[config.mk]
export PLATFORM = sky130hd
export DESIGN_NAME = span_rasterizer
export DESIGN_NICKNAME = d
export VERILOG_FILES = /design/src/rtl/span_rasterizer.sv
export SDC_FILE = /design/constraint.sdc
export NUM_CORES = 1
export LEC_CHECK = 0
export CAP_MARGIN = 25
export CELL_PAD_IN_SITES_DETAIL_PLACEMENT = 1
export CELL_PAD_IN_SITES_GLOBAL_PLACEMENT = 2
export CORE_AREA = 4 4 173 175
export DETAILED_ROUTE_END_ITERATION = 8
export DIE_AREA = 0 0 177 179
export PLACE_DENSITY = 0.93
export SKIP_CTS_REPAIR_TIMING = 1
export SLEW_MARGIN = 10
export SYNTH_ARGS = -nofsm -noshare
export SYNTH_HDL_FRONTEND = slang
export SYNTH_SLANG_ARGS = --single-unit
[constraint.sdc]
create_clock -name PLB_clk -period 11.45 [get_ports PLB_clk]
set_input_delay 1.7175 -clock PLB_clk [delete_from_list [all_inputs] [get_ports PLB_clk]]
set_output_delay 1.7175 -clock PLB_clk [all_outputs]
set_load 0.03 [all_outputs]
[src/rtl/span_rasterizer.sv]
`timescale 1ns/1ps
// Horizontal-span rasterizer: expands one span command into one 96-bit pixel word per column,
// pushed into the rasterizer-to-framebuffer-writer FIFO. Optional clipping via `SPAN_CLIP_EN.
module span_rasterizer #(
  parameter int LINE_LEN          = 9,
  parameter int COL_LEN           = 10,
  parameter int RAST_FBW_FIFO_LEN = 96,
  parameter int SCREEN_W          = 640,
  parameter int SCREEN_H          = 480
) (
  input  logic                           PLB_clk,
  input  logic                           reset,
  input  logic                           span_valid,
  output logic                           span_ready,
  input  logic [0:LINE_LEN-1]            span_line,
  input  logic [0:COL_LEN-1]             span_col0,
  input  logic [0:COL_LEN-1]             span_col1,
  input  logic [0:31]                    span_color,
  input  logic [0:31]                    span_z0,
  input  logic [0:31]                    span_dz,
  output logic                           fifo_wr_en,
  output logic [0:RAST_FBW_FIFO_LEN-1]   fifo_wr_data,
  input  logic                           fifo_full,
  output logic                           busy,
  output logic [0:31]                    pixel_count
);

  typedef enum logic {IDLE, EMIT} state_e;

  state_e              state_q, state_d;
  logic                ready_q, ready_d;
  logic                busy_q, busy_d;
  logic [LINE_LEN-1:0] line_q, line_d;
  logic [COL_LEN-1:0]  cur_col_q, cur_col_d;
  logic [COL_LEN-1:0]  col1_q, col1_d;
  logic [31:0]         color_q, color_d;
  logic [31:0]         cur_z_q, cur_z_d;
  logic [31:0]         dz_q, dz_d;
  logic [31:0]         count_q, count_d;

  logic                drop;
  logic [COL_LEN-1:0]  col1_eff;
  logic                push;

`ifdef SPAN_CLIP_EN
  // Off-screen spans are dropped like empty ones; the right edge is clamped.
  assign drop     = (span_col1 < span_col0) || (32'(span_line) >= SCREEN_H) ||
                    (32'(span_col0) >= SCREEN_W);
  assign col1_eff = (32'(span_col1) >= SCREEN_W) ? COL_LEN'(SCREEN_W - 1) : span_col1;
`else
  logic unused_cfg;
  assign unused_cfg = ^{SCREEN_W, SCREEN_H};
  assign drop       = span_col1 < span_col0;
  assign col1_eff   = span_col1;
`endif

  assign push = (state_q == EMIT) && !fifo_full;

  always_comb begin
    // NOTE: every _d takes its _q value first so no path through this block infers a latch.
    state_d   = state_q;
    ready_d   = ready_q;
    busy_d    = busy_q;
    line_d    = line_q;
    cur_col_d = cur_col_q;
    col1_d    = col1_q;
    color_d   = color_q;
    cur_z_d   = cur_z_q;
    dz_d      = dz_q;
    count_d   = count_q;
    case (state_q)
      IDLE: begin
        if (span_valid) begin
          line_d    = span_line;
          cur_col_d = span_col0;
          col1_d    = col1_eff;
          color_d   = span_color;
          cur_z_d   = span_z0;
          dz_d      = span_dz;
          if (!drop) begin
            state_d = EMIT;
            ready_d = 1'b0;
            busy_d  = 1'b1;
          end
        end
      end
      EMIT: begin
        if (push) begin
          cur_col_d = cur_col_q + COL_LEN'(1);
          cur_z_d   = cur_z_q + dz_q;
          count_d   = count_q + 32'd1;
          // Equality termination keeps a full 2^COL_LEN span from wrapping the counter.
          if (cur_col_q == col1_q) begin
            state_d = IDLE;
            ready_d = 1'b1;
            busy_d  = 1'b0;
          end
        end
      end
      default: state_d = IDLE;
    endcase
  end

  // NOTE: sequential state uses non-blocking assignments so all flops update together.
  always_ff @(posedge PLB_clk or posedge reset) begin
    if (reset) begin
      state_q   <= IDLE;
      ready_q   <= 1'b1;
      busy_q    <= 1'b0;
      line_q    <= '0;
      cur_col_q <= '0;
      col1_q    <= '0;
      color_q   <= '0;
      cur_z_q   <= '0;
      dz_q      <= '0;
      count_q   <= '0;
    end else begin
      state_q   <= state_d;
      ready_q   <= ready_d;
      busy_q    <= busy_d;
      line_q    <= line_d;
      cur_col_q <= cur_col_d;
      col1_q    <= col1_d;
      color_q   <= color_d;
      cur_z_q   <= cur_z_d;
      dz_q      <= dz_d;
      count_q   <= count_d;
    end
  end

  assign span_ready   = ready_q;
  assign busy         = busy_q;
  assign pixel_count  = count_q;
  assign fifo_wr_en   = push;
  assign fifo_wr_data = {16'(line_q), 16'(cur_col_q), color_q, cur_z_q};

endmodule

==> impl_metrics.toml <==
[finish]
syn_to_final_growth_pct = 40.7
drive_gt1_frac = 0.0501
final_nets = 1337
seq_area_mm2 = 0.00401
multi_input_area_mm2 = 0.00417
n_fill_cell = 3261
diodes = 0

[route]
vias = 7566
routedWlPerCell_um = 17.5
dr.pass1.iters = 4
dr.first_iter.drc_count = 258
vias_per_cell = 4.84
routed_wl_um = 27300
drc = 0
ant_nets = 0

[min_path]
hold_class = "flip-flop to flip-flop"
worstHoldStart = "color_q[23]"
whs_path_depth = 2
hold_end = "color_q[23]"

[sta]
worst_slew_pin_slew_ns = 0.753
finalCriticalPeriod_ns = 5.23
slew-limit-headroom = 0.485
timing.final.crit_share = 0.456
fmax_ghz = 0.191
skew_ns = 0.0148
slew_viol_final = 0
hold_viol_final = 0
rsz0062_at_grt = "false"
setup_violations = 0
holdWs_ns = 0.475
fin_setup_tns_ns = 0

[worst_setup_path]
critPathCaptureType = "output pin"
ff2ff_setup_slack_ns = 8.28
r2r_cells = 11
worstPathMaxFanout = 16
start_kind = "input port"
r2r-start = "cur_z_q[0]"
cp.arrival_ns = 3.51
worstReg2RegEnd = "cur_z_q[30]"
crit_required_ns = 9.73
crit_type = "input port to output pin"

[pwr]
report.power.total_mw = 3.46
powerDensity_mw_per_mm2 = 292
ir_drop_mv = 0.121
cellLeakagePower_nw = 5.42

[yosys]
synth_area_leaders = "dfrtp_1 47%, nand2_1 13%, ha_1 6.2%"
synth_top_area_share = 0.472
async_flop_share = 1.00
synth_area_mm2 = 0.00843
yosys_warnings = 0
syn_inst = 931
synth_edf_count = 0
synth_cell_type_count = 59
ys_seq_area_frac = 0.475
yosysTopAreaCell = "dfrtp_1"
ys_ff_latch = 160
synth-main-ff-cell = "dfrtp_1"
avgSynthCellArea_um2 = 9.05

[grt]
grt_max_degree = 109
grt_pass1_vias = 8051
antenna_found_initial = 1
grt_overflow_total = 0
grt_pass1_wl_um = 43300
track_usage = 0.172

[place]
gp_congestion = 0.792
dp_hpwl_um = 19800
io_buffer_count = 246

[clock_network]
cts.sinks = 160
cts_max_level = 4
cts_buffer_depth = 2
clkLatencyLatePin_ns = 0.43
root_buffer = "clkbuf_16"
tritoncts = "built"
cts_buffers = 17
clk_pin_slew_ns = 0.08

[floorplanning]
start_util = 0.296
dieArea_mm2 = 0.0317
num_rows = 62
core-area_mm2 = 0.0285
dieHeight_um = 179
num_io_pins = 260
fp.dieW_um = 177

[status]
status = "finished clean"

[run]
max-cap-violations = 0
[flip-flops by register name, summed over array words and instances, names as in the netlist]
name,count
pixel_count,32
dz_q,32
busy,1
color_q,32
cur_col_q,10
cur_z_q,32
col1_q,10
state_q,1
line_q,9
span_ready,1
[metrics by stage]
step	area (µm²)	instances	setup WS (ns)	util
final	11900	1562	6.22	0.416
after global routing	11900	1562	6.11	0.416
after CTS	11800	1561	6.21	0.415
after detailed placement	11200	1529	6.20	0.395
after global placement	11200	1529	6.24	0.395
after floorplan	8470	943	5.41	-
[worst max-delay path, cell delays in order]
cell,delay [ns]
clkdlybuf4s50_1,0.52
nand2b_1,0.21
inv_1,0.08
buf_4,0.24
clkdlybuf4s50_1,0.74
[metal layers]
layer	track usage	wire, µm	vias to the layer above
li1	-	-	3584
met1	0.219	11700	3759
met2	0.298	13900	187
met3	0.0331	1220	34
met4	0.0500	445	2
met5	0	13	-
[final cells by class]
class	count	share of cell area
Inverter	17	0.00581
Sequential cell	160	0.338
Multi-Input combinational cell	714	0.352
Clock buffer	18	0.0362
Clock inverter	14	0.0129
Tap cell	384	0.0405
Timing Repair Buffer	255	0.215
[synthesized netlist by cell type (all sizes together), types with 9 or more instances]
library cell / n
a22oi: 24
clkbuf: 32
dfrtp: 159
nand2b: 10
nor2: 34
xor2: 35
a21oi: 33
and3: 9
a21o: 11
nand2: 300
buf: 20
o22ai: 9
xnor2: 40
ha: 42
nand3: 19
nand4: 17
inv: 17
o21ai: 43
[placed cells by master, fill, tap and decap left out, drive strengths merged, types with 19 or more instances in the layout]
master         instances
nand2                300
clkdlybuf4s50        246
dfrtp                159
o21ai                 43
ha                    42
xnor2                 40
xor2                  35
nor2                  34
a21oi                 33
a22oi                 24
inv                   22
nand3                 19
[logic make-up after synthesis]
logic type,Yosys count,share of synthesized area
xor+xnor,75,0.0780
fa+ha+maj,43,0.0647
compound gates,161,0.130
flops,160,0.475
simple gates,416,0.206
other cells,1,0.000445
mux,6,0.00787
buf+inv,69,0.0377
[worst max-delay path by stage]
stage	startpoint	to	slack, ns
global placement	fifo_full	fifo_wr_en	6.24
global route	fifo_full	fifo_wr_en	6.11
finish	fifo_full	fifo_wr_en	6.22
CTS	fifo_full	fifo_wr_en	6.21
floorplan	reset	busy	5.41
detailed placement	fifo_full	fifo_wr_en	6.20
[where the power goes]
part | internal [mW] | switching [mW]
sequential | 0.795 | 0.189
clock | 0.308 | 0.271
combinational | 0.787 | 1.10
total | 1.89 | 1.57
No activity file was read; power rests on OpenSTA's default activity.
==> edit: new RTL, same flow settings <==
Take the reset off `dz_q` and load it in a clocked block of its own.
--- a/src/rtl/span_rasterizer.sv
+++ b/src/rtl/span_rasterizer.sv
@@ -112,7 +112,6 @@
       col1_q    <= '0;
       color_q   <= '0;
       cur_z_q   <= '0;
-      dz_q      <= '0;
       count_q   <= '0;
     end else begin
       state_q   <= state_d;
@@ -123,9 +122,12 @@
       col1_q    <= col1_d;
       color_q   <= color_d;
       cur_z_q   <= cur_z_d;
-      dz_q      <= dz_d;
       count_q   <= count_d;
     end
+  end
+
+  always_ff @(posedge PLB_clk) begin
+    dz_q <= dz_d;
   end
 
   assign span_ready   = ready_q;
Behaviour: same outputs for any inputs over 4 cycles, from zero or initial values and one cycle with reset high; that may be too few to reach the edited logic, so the function may still have changed.
==> edit against the unedited design <==
Sequential cell count stayed put. First-iteration DRC count up 19%. Register-to-register slack worse by 0.75 ns. Area after synthesis fell by 2.1%. Wire length down 3.3%. Final area is 1.0% lower. Largest cell class is now sequential cells. Non-clock buffer count is 2 lower. Count of clock-buffer cells in the layout did not move. Power fell by 9.1%. Worst setup slack worse by 0.048 ns. Die area unchanged. Synthesized cell count is 9.8% lower.
==> edit: results (changes against the unedited design) <==
For the detailed route wirelength on metal2, the log shows 13100 um (-6.3%). Sorting the synthesized cells by area gives the leading types as sky130_fd_sc_hd__dfrtp_1 39%, sky130_fd_sc_hd__edfxtp_1 12%, sky130_fd_sc_hd__nand2_1 9.1%, sky130_fd_sc_hd__ha_1 6.4%, sky130_fd_sc_hd__xnor2_1 5.5%. For the fraction of the yosys area taken by sequential cells, the log shows 50.5% (+2.9 points).

The run gives 1300 um (+6.4%) as the wire length on met3. The final worst clock skew is 0.0114 ns (-0.00343 ns), and the number of antenna violations at the first check in global routing is 0 (-1). The violation count after the first detailed-routing iteration came out at 308 (+19%). The share of post-route cells with drive strength above 1 came out at 4.67% (-0.34 points).

Highest net fanout along the worst path: 23 (+7). The worst hold-check path type was flip-flop to flip-flop. The wire length of the first global-routing pass is 41700 um (-3.8%), and the distinct cell type count of the synthesized netlist is 56 (-5.1%). The largest net degree at the start of global routing is 75 (-31%), and the overall global routing resource usage is 16.5% (-0.71 points). The run gives 3.56 ns (+0.05 ns) as the data arrival time of the critical path.

The final weighted congestion in routability-driven placement came out at 0.786 (-0.78%). The actual slew at the worst max-slew pin works out to 0.780 ns (+0.0273 ns). The run finished with clean final reports.

The total detailed-routing wirelength is 26400 um (-3.3%). The commonest cells after synthesis are 201 x sky130_fd_sc_hd__nand2_1, 127 x sky130_fd_sc_hd__dfrtp_1, 52 x sky130_fd_sc_hd__xnor2_1. The count of TritonRoute iterations in the first routing pass is 5 (+1). The number of synthesis warnings is 0 (unchanged). The net count of the finished layout is 1251 (-6.4%), and the number of global-route vias before repair is 7624 (-5.3%). The leakage power figure is 5.12 nW (-5.5%), and the count of flip-flops with a built-in enable after synthesis is 32 (+32). The worst ir drop on vdd is 120 uV (-0.36%), and the length of routed wiring on met1 is 11600 um (-1.0%).

The number of buffers on the longest clock path is 2 (unchanged). The share of async-settable or async-resettable flops after synthesis is 80.0% (-20 points). After detailed routing, no signal wire sits above met4. The half-perimeter wire length of the detailed placement result is 19400 um (-1.6%). For the via count of the routed design, the log shows 7091 (-6.3%).
-- edit: changes by cell type in the layout (fill, tap and decap cells not counted), moves of 7 or more --
cell	delta
sky130_fd_sc_hd__dfrtp_1	-32
sky130_fd_sc_hd__a21o_1	+16
sky130_fd_sc_hd__nand2_1	-99
sky130_fd_sc_hd__xnor2_1	+12
sky130_fd_sc_hd__a21oi_1	+7
sky130_fd_sc_hd__edfxtp_1	+32
sky130_fd_sc_hd__xor2_1	-13
-- edit: cell families (layout without fill, tap and decap cells) --
group	Yosys count	after routing	share of synthesized area [%]
and+or+nand+nor	309	309	16.1
adders and majority gates	43	43	6.61
DFF	160	160	50.5
other	1	13	0.0454
AOI/OAI and AO/OA	177	177	14.3
xor gates and xnor gates	74	74	7.85
muxes	7	7	0.849
buffers and inverters	69	309	3.73
-- edit: worst max-delay path, stage by stage --
cell	delay, ns
sky130_fd_sc_hd__clkdlybuf4s50_1	0.50
sky130_fd_sc_hd__nand2b_1	0.21
sky130_fd_sc_hd__inv_1	0.08
sky130_fd_sc_hd__buf_4	0.31
sky130_fd_sc_hd__clkdlybuf4s50_1	0.74
-- edit: where the power goes --
part | switching (mW) | total [mW] | leakage, nW | internal (mW)
Combinational | 0.950 | 1.61 | 2.92 | 0.660
Clock | 0.287 | 0.595 | 0.300 | 0.308
Sequential | 0.164 | 0.934 | 1.90 | 0.770
-- edit: final timing paths --
kind                                      from              to  slack (ns)  cells past startpoint
worst max-delay path                 fifo_full      fifo_wr_en        6.18                      5
worst min-delay path            pixel_count[0]  pixel_count[0]        0.47                      1
worst max register to register      cur_z_q[0]     cur_z_q[30]        7.53                     11
worst min register to register  pixel_count[0]  pixel_count[0]        0.47                      1
max in group asynchronous                reset       line_q[3]        8.58                      4
min in group asynchronous                reset     color_q[31]        1.74                      2
-- edit: metrics by stage --
step	worst slack [ns]	area (um^2)	hold WS, ns	std cells
global placement	6.20	11100	0.456	1442
floorplan	6.32	8300	0.467	852
detailed placement	6.19	11100	0.461	1443
CTS	6.19	11700	0.479	1475
finish	6.18	11700	0.474	1476
global route	6.12	11700	0.494	1476
-- edit: cell type report --
type,count,area [um^2]
Timing Repair Buffer,253,2550
Inverter,24,97.6
Sequential cell,160,4170
Fill cell,3241,16700
Multi-Input combinational cell,623,3830
Clock buffer,18,450
Tap cell,384,480
Clock inverter,14,160
-- edit: layer usage --
metal  up-vias  global-route usage [%]
met5         -                       0
met4         0                    4.71
met3        26                    3.37
met2       193                    28.2
met1      3480                    21.2
li1       3392                       -
